$ cat src/rtl/fifo_pkg.sv
// Shared constants and Gray/binary pointer helpers for the asynchronous FIFO.
package fifo_pkg;

  // Default RAM address width (depth = 2**ADDR_SIZE_DEF).
  localparam int unsigned ADDR_SIZE_DEF = 3;

  // Output stage holds a head word plus one skid word.
  localparam int unsigned OBUF_DEPTH = 2;

  // Widest pointer the helpers handle; callers zero-extend into this width.
  localparam int unsigned PTR_MAX_W = 32;

  // Binary to Gray. Bits at or above `width` are cleared.
  function automatic logic [PTR_MAX_W-1:0] bin2gray(input logic [PTR_MAX_W-1:0] b,
                                                    input int unsigned         width);
    logic [PTR_MAX_W-1:0] mask;
    logic [PTR_MAX_W-1:0] bm;
    mask = (PTR_MAX_W'(1) << width) - PTR_MAX_W'(1);
    bm   = b & mask;
    return bm ^ (bm >> 1);
  endfunction

  // Gray to binary. Bits at or above `width` are ignored, so the result is exact for
  // any pointer width up to PTR_MAX_W.
  function automatic logic [PTR_MAX_W-1:0] gray2bin(input logic [PTR_MAX_W-1:0] g,
                                                    input int unsigned         width);
    logic [PTR_MAX_W-1:0] mask;
    logic [PTR_MAX_W-1:0] gm;
    logic [PTR_MAX_W-1:0] b;
    mask = (PTR_MAX_W'(1) << width) - PTR_MAX_W'(1);
    gm   = g & mask;
    b    = '0;
    b[PTR_MAX_W-1] = gm[PTR_MAX_W-1];
    for (int i = PTR_MAX_W - 2; i >= 0; i--) begin
      b[i] = b[i+1] ^ gm[i];
    end
    return b;
  endfunction

endpackage

$ cat src/rtl/sync_2ff.sv
// Two-flop synchronizer for a Gray-coded pointer crossing clock domains.
module sync_2ff #(
  parameter int unsigned WIDTH = 4
) (
  input  logic             clk,
  input  logic             rstn,
  input  logic [WIDTH-1:0] d,
  output logic [WIDTH-1:0] q
);

  logic [WIDTH-1:0] r_meta;
  logic [WIDTH-1:0] r_sync;

  // First stage may go metastable; second stage gives the settled value.
  always_ff @(posedge clk or negedge rstn) begin
    if (!rstn) begin
      r_meta <= '0;
      r_sync <= '0;
    end else begin
      r_meta <= d;
      r_sync <= r_meta;
    end
  end

  assign q = r_sync;

endmodule

$ cat src/rtl/fifo_rd_fwft.sv
// Read-domain side of the asynchronous FIFO: synchronizes the write pointer, keeps the
// read pointer and empty flags, fetches from the synchronous-read RAM and presents the
// data through a two-entry first-word-fall-through output buffer.
module fifo_rd_fwft
  import fifo_pkg::*;
#(
  parameter int unsigned ADDR_SIZE     = ADDR_SIZE_DEF,
  parameter int unsigned DATA_WIDTH    = 8,
  parameter int unsigned AEMPTY_THRESH = 1
) (
  input  logic                  rclk,
  input  logic                  rrstn,
  input  logic [ADDR_SIZE:0]    wptr,
  input  logic [DATA_WIDTH-1:0] rmem_data,
  input  logic                  dout_ready,
  output logic [ADDR_SIZE:0]    rptr,
  output logic [ADDR_SIZE-1:0]  raddr,
  output logic                  rmem_en,
  output logic [DATA_WIDTH-1:0] dout,
  output logic                  dout_valid,
  output logic                  rempty,
  output logic                  ralmost_empty,
  output logic [ADDR_SIZE:0]    rlevel
);

  localparam int unsigned     PTR_W         = ADDR_SIZE + 1;
  localparam logic [PTR_W-1:0] LP_AE_THRESH  = PTR_W'(AEMPTY_THRESH);
  localparam logic [2:0]       LP_OBUF_DEPTH = 3'(OBUF_DEPTH);

  // Pointer state
  logic [PTR_W-1:0] r_rbin;
  logic [PTR_W-1:0] r_rptr;
  logic             r_rempty;
  logic             r_raempty;
  logic             r_inflight;

  // Output buffer state
  logic [1:0]            r_occ;
  logic [DATA_WIDTH-1:0] r_head;
  logic [DATA_WIDTH-1:0] r_skid;

  // Combinational
  logic [PTR_W-1:0]      w_rq2_wptr;
  logic [PTR_W-1:0]      w_rq2_wbin;
  logic [PTR_W-1:0]      w_rbin_next;
  logic [PTR_W-1:0]      w_rgray_next;
  logic [PTR_MAX_W-1:0]  w_wbin_full;
  logic [PTR_MAX_W-1:0]  w_rgray_full;
  logic                  w_unused_hi;
  logic                  w_valid;
  logic                  w_pop;
  logic [2:0]            w_fill;
  logic                  w_fetch;
  logic [1:0]            w_occ_nxt;
  logic [DATA_WIDTH-1:0] w_head_nxt;
  logic [DATA_WIDTH-1:0] w_skid_nxt;

  sync_2ff #(
    .WIDTH (PTR_W)
  ) u_wptr_sync (
    .clk  (rclk),
    .rstn (rrstn),
    .d    (wptr),
    .q    (w_rq2_wptr)
  );

  assign w_wbin_full  = gray2bin(PTR_MAX_W'(w_rq2_wptr), PTR_W);
  assign w_rq2_wbin   = w_wbin_full[PTR_W-1:0];
  assign w_rgray_full = bin2gray(PTR_MAX_W'(w_rbin_next), PTR_W);
  assign w_rgray_next = w_rgray_full[PTR_W-1:0];
  // Helper outputs are wider than the pointer; the upper bits are always zero.
  assign w_unused_hi  = ^{w_wbin_full[PTR_MAX_W-1:PTR_W], w_rgray_full[PTR_MAX_W-1:PTR_W]};

  assign w_valid = (r_occ != 2'd0);
  assign w_pop   = w_valid & dout_ready;

  // Words that will sit in the buffer after this edge if nothing new is fetched; fetch
  // only while that leaves room, so a read in flight always has a slot to land in.
  assign w_fill  = {1'b0, r_occ} + {2'b00, r_inflight} - {2'b00, w_pop};
  assign w_fetch = ~r_rempty & (w_fill < LP_OBUF_DEPTH);

  assign w_rbin_next = r_rbin + {{ADDR_SIZE{1'b0}}, w_fetch};

  // Read pointer, flags and read-in-flight marker; the RAM slot is released on fetch.
  always_ff @(posedge rclk or negedge rrstn) begin
    if (!rrstn) begin
      r_rbin     <= '0;
      r_rptr     <= '0;
      r_rempty   <= 1'b1;
      r_raempty  <= 1'b1;
      r_inflight <= 1'b0;
    end else begin
      r_rbin     <= w_rbin_next;
      r_rptr     <= w_rgray_next;
      r_rempty   <= (w_rgray_next == w_rq2_wptr);
      r_raempty  <= ((w_rq2_wbin - w_rbin_next) <= LP_AE_THRESH);
      r_inflight <= w_fetch;
    end
  end

  // Next state of the head/skid buffer: skid advances on pop, returning RAM data lands
  // in the first slot that will be free after this edge.
  always_comb begin
    w_head_nxt = r_head;
    w_skid_nxt = r_skid;
    if (w_pop && (r_occ == 2'd2)) begin
      w_head_nxt = r_skid;
    end
    if (r_inflight) begin
      if ((r_occ == 2'd0) || ((r_occ == 2'd1) && w_pop)) begin
        w_head_nxt = rmem_data;
      end else begin
        w_skid_nxt = rmem_data;
      end
    end
    w_occ_nxt = r_occ + {1'b0, r_inflight} - {1'b0, w_pop};
  end

  // Output buffer registers.
  always_ff @(posedge rclk or negedge rrstn) begin
    if (!rrstn) begin
      r_occ  <= 2'd0;
      r_head <= '0;
      r_skid <= '0;
    end else begin
      r_occ  <= w_occ_nxt;
      r_head <= w_head_nxt;
      r_skid <= w_skid_nxt;
    end
  end

  assign rptr          = r_rptr;
  assign raddr         = r_rbin[ADDR_SIZE-1:0];
  assign rmem_en       = w_fetch;
  assign dout          = r_head;
  assign dout_valid    = w_valid;
  assign rempty        = r_rempty;
  assign ralmost_empty = r_raempty;
  assign rlevel        = w_rq2_wbin - r_rbin;

endmodule

$ cat config.mk
export PLATFORM = sky130hd
export DESIGN_NAME = fifo_rd_fwft
export DESIGN_NICKNAME = d
export VERILOG_FILES = /design/src/rtl/fifo_pkg.sv /design/src/rtl/sync_2ff.sv /design/src/rtl/fifo_rd_fwft.sv
export SDC_FILE = /design/constraint.sdc
export NUM_CORES = 1
export LEC_CHECK = 0
export ABC_AREA = 1
export ABC_CLOCK_PERIOD_IN_PS = 5300
export CORE_UTILIZATION = 40
export DETAILED_ROUTE_END_ITERATION = 12
export GPL_ROUTABILITY_DRIVEN = 0
export GPL_TIMING_DRIVEN = 0
export PLACE_DENSITY = 0.65
export SETUP_SLACK_MARGIN = 0.05
export SLEW_MARGIN = 20
export SYNTH_ARGS = -nofsm -noshare
export SYNTH_HDL_FRONTEND = slang
export SYNTH_SLANG_ARGS = --single-unit
export TNS_END_PERCENT = 1
$ cat constraint.sdc
create_clock -name rclk -period 5.3 [get_ports rclk]
set_clock_uncertainty 0.2 [all_clocks]
set_input_delay 1.06 -clock rclk [delete_from_list [all_inputs] [get_ports rclk]]
set_output_delay 1.06 -clock rclk [all_outputs]
set_load 0.01 [all_outputs]
-- Word-level counts from Yosys, hierarchy flattened
Cells that the tools add are included.
W data, S select, Z words.
- register bits after elaboration: 37
- logic and storage cells: 39
- output and inout bits: 23
- reductions and logical operators: 6
- muxes and demuxes: 3
- add/sub/neg operators: 7
- $lt $le $gt $ge: 2
- bitwise operators: 8
- equality and inequality tests: 3
- operator list (kind ; count):
    $mux W8 ; 3
    $sub A4 B4 Y4 ; 2
    $add A4 B1 Y4 ; 1
    $eq A4 B4 Y1 ; 1
    $le A4 B1 Y1 const B ; 1
    $xor A4 B3 Y4 ; 1
    $add A2 B1 Y3 ; 1
    $lt A3 B2 Y1 const B ; 1
    $sub A3 B1 Y3 ; 1
    $xor A1 B1 Y1 ; 3
    $add A2 B1 Y2 ; 1
    $and A1 B1 Y1 ; 2
    $eq A2 B1 Y1 const B ; 1
    $eq A2 B2 Y1 const B ; 1
    $logic_and A1 B1 Y1 ; 2
    $logic_not A2 Y1 ; 1
    $not A1 Y1 ; 2
    $reduce_and A2 Y1 ; 1
    $reduce_bool A2 Y1 ; 1
    $sub A2 B1 Y2 ; 1
    $logic_or A1 B1 Y1 ; 1

-- Depth between registers and ports, before layout
Gate-level depths: netlist of run 1.
- word-level depth: 8
- mapped depth: 18
- mapped depth without buffers: 18

-- Cells and area by module
A second synthesis of run 1 with hierarchy kept.
- cells, all modules: 195
- area total of the unflattened synthesis: 1757.9 sq um
- by module, submodules not included (module ; sequential area each (sq um) ; instances ; cells each ; area an instance (sq um)):
    fifo_rd_fwft ; 703.2 ; 1 ; 187 ; 1557.7
    sync_2ff ; 200.2 ; 1 ; 8 ; 200.2

-- Worst setup path before layout of run 1
No wires, ideal clock.
- kind: input to register
- start point: in dout_ready
- end point: reg r_raempty, in the netlist ralmost_empty
- library setup time: 67 ps
- setup slack: 1193 ps
- data arrival time: 3840 ps
- buffers on the path: 0
- stages: 14
- cell sequence: nand3_2 o21ai_0 ha_1 inv_1 fa_1 inv_1 nor3_1 ha_1 ha_1 inv_1 fa_1 a21oi_1 o21ai_0 nor2_1
- word-level cells in the longest chain between the ends: 7
- RTL lines (what ; RTL line ; text):
    from (decl) ; fifo_rd_fwft.sv:15 ; input logic dout_ready,
    $and A1 B1 Y1 ; fifo_rd_fwft.sv:75 ; assign w_pop = w_valid & dout_ready;
    $sub A3 B1 Y3 ; fifo_rd_fwft.sv:79 ; assign w_fill = {1'b0, r_occ} + {2'b00, r_inflight} - {2'b00, w_pop};
    net w_fill[1] ; fifo_rd_fwft.sv:52 ; logic [2:0] w_fill;
    $lt A3 B2 Y1 ; fifo_rd_fwft.sv:80 ; assign w_fetch = ~r_rempty & (w_fill < LP_OBUF_DEPTH);
    $and A1 B1 Y1 ; fifo_rd_fwft.sv:80 ;
    net rmem_en ; fifo_rd_fwft.sv:18 ; output logic rmem_en,
    $add A4 B1 Y4 ; fifo_rd_fwft.sv:82 ; assign w_rbin_next = r_rbin + {{ADDR_SIZE{1'b0}}, w_fetch};
    net w_rbin_next[1] ; fifo_rd_fwft.sv:45 ; logic [PTR_W-1:0] w_rbin_next;
    $sub A4 B4 Y4 ; fifo_rd_fwft.sv:96 ; r_raempty <= ((w_rq2_wbin - w_rbin_next) <= LP_AE_THRESH);
    $le A4 B1 Y1 ; fifo_rd_fwft.sv:96 ;
    to (signal assigned) ; fifo_rd_fwft.sv:96 ;
    to (decl) ; fifo_rd_fwft.sv:34 ; logic r_raempty;
The timed path passes the listed nets, and every way through them passes these cells.
A chain may end at the register's enable or synchronous reset.

-- Worst setup path after layout of run 1
- start point: in dout_ready
- end point: out rmem_en
- word-level cells in the longest chain between the ends: 4
- RTL lines (what ; RTL line):
    $and A1 B1 Y1 ; fifo_rd_fwft.sv:75
    $sub A3 B1 Y3 ; fifo_rd_fwft.sv:79
    net w_fill[1] ; fifo_rd_fwft.sv:52
    $lt A3 B2 Y1 ; fifo_rd_fwft.sv:80
    $and A1 B1 Y1 ; fifo_rd_fwft.sv:80
    to (decl) ; fifo_rd_fwft.sv:18
The timed path passes the listed nets, and every way through them passes these cells.

==> results of run 1 <==
-- state kept, by name, summed over array words and instances, names as in the netlist --
signal              count
dout                    8
ralmost_empty           1
rptr                    3
r_rbin                  4
r_occ                   2
r_skid                  8
rempty                  1
u_wptr_sync.r_meta      4
u_wptr_sync.q           4
r_inflight              1
-- final cells by class --
class                           count  area, sq um
Buffer                              2        21.27
Clock buffer                        8        90.09
Fill cell                         381         1803
Inverter                           26        97.59
Multi-Input combinational cell    129        723.2
Sequential cell                    36        903.4
Tap cell                           50        62.56
Timing Repair Buffer               38        385.4
-- through the flow --
stage / util / setup WS [ns] / hold slack (ns) / cells
6_report: 0.5588 / 0.3601 / 0.1482 / 289
3_3_place_gp: 0.5331 / 0.2874 / 0.1339 / 280
2_1_floorplan: - / 1.193 / 0.1312 / 193
4_1_cts: 0.5588 / 0.3039 / 0.1493 / 289
5_1_grt: 0.5588 / 0.2364 / 0.1540 / 289
3_5_place_dp: 0.5367 / 0.3127 / 0.1347 / 281
-- critical path, cell delays in order --
cell,delay [ns]
clkdlybuf4s50_1,0.51
nand3_2,0.23
o21ai_0,0.16
ha_1,0.17
inv_1,0.04
fa_1,0.47
inv_1,0.05
nor3_1,0.38
clkdlybuf4s50_1,0.62
-- cells in the final DEF (no fill, tap or decap), drive strengths merged --
cell,instances
a31oi,4
ha,9
o22ai,4
dfrtp,34
nand3b,1
a21oi,4
nand4,2
nor3,1
buf,3
nand2,56
clkbuf,9
fa,3
o21ai,10
nand3,18
nor2,11
xor2,5
clkdlybuf4s50,36
xnor2,1
inv,26
dfstp,2
-- logic make-up after synthesis --
logic type,Yosys count
buffers and inverters,28
flip-flops,36
AND/OR/NAND/NOR,89
XOR/XNOR,6
AO/OA/AOI/OAI,22
adder cells (fa/ha/maj),12
-- report_power, final --
group / total, mW / switching, mW / internal [mW]
clock network: 0.194 / 0.0879 / 0.106
registers: 0.469 / 0.0751 / 0.394
logic: 0.867 / 0.462 / 0.405
total: 1.53 / 0.625 / 0.904
-- worst paths after layout --
| path | start | to | cells past startpoint |
|---|---|---|---|
| worst min register to register | u_wptr_sync.r_meta[3]$_DFF_PN0_ | u_wptr_sync.q[3]$_DFF_PN0_ | 0 |
| min in group asynchronous | rrstn | rptr[1]$_DFF_PN0_ | 1 |
| max in group asynchronous | rrstn | rempty$_DFF_PN1_ | 2 |
| worst max register to register | r_occ[1]$_DFF_PN0_ | ralmost_empty$_DFF_PN1_ | 14 |
| worst max-delay path | dout_ready | rmem_en | 9 |
| worst min-delay path | u_wptr_sync.r_meta[3]$_DFF_PN0_ | u_wptr_sync.q[3]$_DFF_PN0_ | 0 |
-- layer usage --
metal,part of all wire,routed length [microns],track usage,up-vias
met5,0,0,0,-
met4,0.010,34,0.04688,0
met3,0.031,103,0.04667,4
met2,0.44,1446,0.2475,21
met1,0.52,1715,0.2305,638
li1,-,-,-,706
==> summary.md, run 1 <==
| Metric | Value |
|---|---|
| Vias/cell | `4.737` |
| CP endpoint kind | `output port` |
| Post-CTS setup buffer count | `0` |
| Drt total wl | `around 3300 microns` |
| First-pass GRT wire length | `~5500 microns` |
| CTS Buffer Depth | `2` |
| Vias in the first global route | `1232` |
| Synth async-reset ratio | `1.000` |
| Yosys top cell area share | `0.4875` |
| Final setup viols | `0` |
| Area Overhead vs Synth | `30.82%` |
| Tightest Hold Check Type | `flop to flop` |
| Synth unique cells | `23` |
| Setup TNS | `0 ns` |
| Synthesized netlist cell count | `approximately 190` |
| Final net count | `between 200 and 300` |
| Placeable Area | `4086 sq um` |
| Pre-Repair DR Iteration Count | `4` |
| Syn Area/Cell | `9.044 sq um` |
| Die width | `68.06 microns` |
| CP required | `4.04 ns` |
| Post-Synth Adder-Cell Area | `0.09892` |
| Cts bufs inserted | `5` |
| Post-synth EDFFs | `0` |
| Initial Util | `0.4271` |
| Synth Area in Compound Gates | `0.07097` |
| Synth area leaders | `dfrtp_1 (49%), nand2_1 (12%), ha_1 (6.5%), inv_1 (5.2%), nand3_1 (4.9%)` |
| Final Instance Area | `2283 sq um` |
| Share of cells above drive strength 1 | `0.07113` |
| Area leader, netlist | `dfrtp_1` |
| Final period util | `0.9320` |
| # diodes | `0` |
| DRC | `0` |
| Largest net degree at the start of global routing | `33` |
| Synth top cells by count | `nand2_1 (55), dfrtp_1 (34), inv_1 (24), nand3_1 (17), nor2_1 (11)` |
| Critical path arrival | `~3.7 ns` |
| Critical path startpoint category | `input port` |
| All-Layer GR Usage | `0.1647` |
| Synth Cell Area | `1745 sq um` |
| Initial antenna violation count | `0` |
| Status | `completed` |
| Max-Cap Viols | `0` |
| Clock sink count | `36` |
| Site Rows | `23` |
| RSZ-0062 raised after global routing | `false` |
| Full die area | `4631 sq um` |
| R2R Setup Slk | `1.41 ns` |
| Final hold violation count | `0` |
| Most common cell in the netlist | `nand2_1` |
| Post-Synth XOR/XNOR Area | `0.03011` |
| Port bufs | `37` |
| Synth warnings | `0` |
| Max Slew Vio Count | `0` |
| Cts repair resizes | `0` |
| Iter 0 DRT Violations | `109` |
| P per Cell Area | `669.8 nW/um^2` |
| Period minus WS final | `4.940 ns` |
| Syn nets | `between 200 and 250` |
| Synthesized flop and latch total | `36` |
| DPL Wire Length | `2496 microns` |
| Pleak | `1.135 nW` |
| Multiplexer share of the synthesized area | `0` |
| Drt wl/cell | `11.42 microns` |
| Routed Antenna Nets | `0` |
| Sequential area share after synthesis | `0.5176` |
| Most used flip-flop cell after synthesis | `dfrtp_1` |
| Critical path fanouts, max | `10` |
| Overall power | `1.530 mW` |
| Clk Latency, worst-skew pair | `0.28 ns` |
| Crit Path Category | `input port to output port` |
| Level count of the clock H-tree | `2` |
| Post-CTS Hold Fix Bufs | `0` |
| Clock Pin Slew Worst Setup and Hold Paths | `0.06 ns` |
| Peak supply drop | `0.2799 mV` |
| Synth Area in Simple Gates | `0.2143` |
| Slew of the pin with the lowest slew margin | `approximately 0.43 ns` |
| Die height | `68.06 microns` |
| Via count | `1369` |
| Root Buffer Master | `clkbuf_8` |
| CTS tree | `yes` |
| Largest family of logic cells by synthesized area | `simple AND/OR/NAND/NOR gates` |
| Grt ovf | `0` |
| I/O pin count | `38` |
| Placed cell area | `2193 sq um` |
| Headroom to the max-slew limit | `0.7100` |
| FMAX | `202.4 MHz` |
(Power assumes the default switching activity.)
==> run 2, diff against run 1 <==
REMOVE_ABC_BUFFERS = 1   (was default)
==> run 2 against run 1 <==
  * Critical path type unchanged
  * Largest cell class unchanged
  * Combinational power decreased by 2%
  * Sequential share of layout area is 0.46 points higher
  * First-iteration DRC count down 47%
  * Global-route usage shrank 0.12 points
  * Routed wire length decreased by 3.5%
  * Sequential cell count stayed put
  * Highest routed layer unchanged
  * Clock-buffer cell count shrank 1
  * Clock power shrank 3%
  * Core utilization is 0.64 points lower
==> summary.md, run 2 (synthesized netlist as in run 1, its figures left out) <==
| Metric | Value |
|---|---|
| Final setup viols | `0` |
| # fillers | `389` |
| Drt total wl | `3185 microns` |
| # diodes | `0` |
| Slew of the pin with the lowest slew margin | `slightly above 0.5 ns` |
| Most frequent cells in the layout | `nand2_1 (55), clkdlybuf4s50_1 (36), dfrtp_1 (34), inv_1 (24), nand3_1 (17)` |
| Number of cells in the finished layout apart from fillers | `287` |
| Pleak | `1.120 nW` |
| Status | `completed` |
| DPL Wire Length | `2403 microns` |
| Initial antenna violation count | `0` |
| Routed Antenna Nets | `0` |
| CP endpoint kind | `output port` |
| Crit-path slowest cell | `clkdlybuf4s50_1` |
| CTS tree | `yes` |
| Level count of the clock H-tree | `2` |
| Setup TNS | `0 ns` |
| Headroom to the max-slew limit | `0.6603` |
| Multi-input gate area | `723.2 sq um` |
| Tightest Hold Check Type | `flop to flop` |
| Placeable Area | `4086 sq um` |
| Critical path arrival | `~3.8 ns` |
| Site Rows | `23` |
| Vias/cell | `4.666` |
| DRC | `0` |
| Die width | `68.06 microns` |
| Crit-path max cell delay | `0.64 ns` |
| Hold_ws | `0.1496 ns` |
| Die height | `approximately 68 microns` |
| I/O pin count | `38` |
| Share of cells above drive strength 1 | `0.06329` |
| Clk Latency, worst-skew pair | `0.29 ns` |
| Critical path fanouts, max | `10` |
| Initial Util | `0.4271` |
| Final net count | `263` |
| Critical path startpoint category | `input port` |
| P per Cell Area | `about 670 nW/um^2` |
| CP required | `4.04 ns` |
| Final period util | `0.9500` |
| Largest net degree at the start of global routing | `27` |
| Clock Pin Slew Worst Setup and Hold Paths | `0.07 ns` |
| CP Cell Sequence | `clkdlybuf4s50_1 -> nand3_2 -> o21ai_0 -> ha_1 -> inv_1 -> fa_1 -> inv_1 -> nor3_1 -> clkdlybuf4s50_1` |
| Cell total after placement | `279` |
| Grt ovf | `0` |
| Max-Cap Viols | `0` |
| Iter 0 DRT Violations | `58` |
| Clock sink count | `36` |
| Area Overhead vs Synth | `29.32%` |
| Overall power | `approximately 1.5 mW` |
| Full die area | `4631 sq um` |
| Port bufs | `37` |
| Max Slew Vio Count | `0` |
| Drt wl/cell | `11.10 microns` |
| Post-CTS setup buffer count | `0` |
| Final hold violation count | `0` |
| Period minus WS final | `about 5 ns` |
| R2R Setup Slk | `1.32 ns` |
| Crit Path Category | `input port to output port` |
| Post-CTS Hold Fix Bufs | `0` |
| FMAX | `198.6 MHz` |
| Via count | `1339` |
| All-Layer GR Usage | `0.1635` |
| CTS Buffer Depth | `2` |
| Peak supply drop | `approximately 0.36 mV` |
| Cts repair resizes | `0` |
| Most common cell after layout, fill and taps aside | `nand2_1` |
| First-pass GRT wire length | `5444 microns` |
| RSZ-0062 raised after global routing | `false` |
| FF+latch area | `903.4 sq um` |
| Root Buffer Master | `clkbuf_8` |
| Vias in the first global route | `1236` |
| Cts bufs inserted | `5` |
| Pre-Repair DR Iteration Count | `4` |
[run 2: changes by cell type in the layout (fill, tap and decap cells not counted), sizes merged]
cell and delta:
clkinv +1, clkbuf -2, buf -1
[run 2: per-stage QoR]
stage / instance area, sq um / util / worst slack, ns
after global routing: 2257 / 0.5524 / 0.1443
after CTS: 2257 / 0.5524 / 0.2634
final: 2257 / 0.5524 / 0.2652
after detailed placement: 2172 / 0.5315 / 0.2815
after global placement: 2157 / 0.5279 / 0.2749
after floorplan: 1724 / - / 1.193
[run 2: where the power goes]
group          internal [mW]  switching [mW]  leakage, nW  total [mW]
clock                 0.0938          0.0947       0.0424       0.189
combinational          0.396           0.455        0.648       0.851
sequential             0.394          0.0720        0.430       0.466
[run 2: worst paths after layout]
kind	cells after the start	to	startpoint
setup / recovery	9	rmem_en	dout_ready
hold / removal	0	u_wptr_sync.q[2]$_DFF_PN0_	u_wptr_sync.r_meta[2]$_DFF_PN0_
setup reg to reg	14	ralmost_empty$_DFF_PN1_	r_occ[1]$_DFF_PN0_
hold reg to reg	0	u_wptr_sync.q[2]$_DFF_PN0_	u_wptr_sync.r_meta[2]$_DFF_PN0_
max in group asynchronous	2	rempty$_DFF_PN1_	rrstn
min in group asynchronous	1	dout[7]$_DFF_PN0_	rrstn
[run 2: final cells by class]
type                    count  share of cell area
well taps                  50             0.02772
clock buffers               7             0.03381
flip-flops and latches     36              0.4002
clock inverters             1            0.003880
inverters                  26             0.04324
repair buffers             38              0.1707
multi-input cells         129              0.3204
[run 2: layer usage]
| metal | global-route usage | share of wire |
|---|---|---|
| met5 | 0 | 0 |
| met3 | 0.04167 | 0.033 |
| met1 | 0.2125 | 0.49 |
| met4 | 0.09635 | 0.031 |
| met2 | 0.2439 | 0.44 |
[run 2: worst max-delay path, delay by kind of cell]
family / cells / cell delay (ns)
and+or+nand+nor: 2 / 0.65
AOI/OAI and AO/OA: 1 / 0.17
adders and majority gates: 2 / 0.65
buffers and inverters: 4 / 1.25
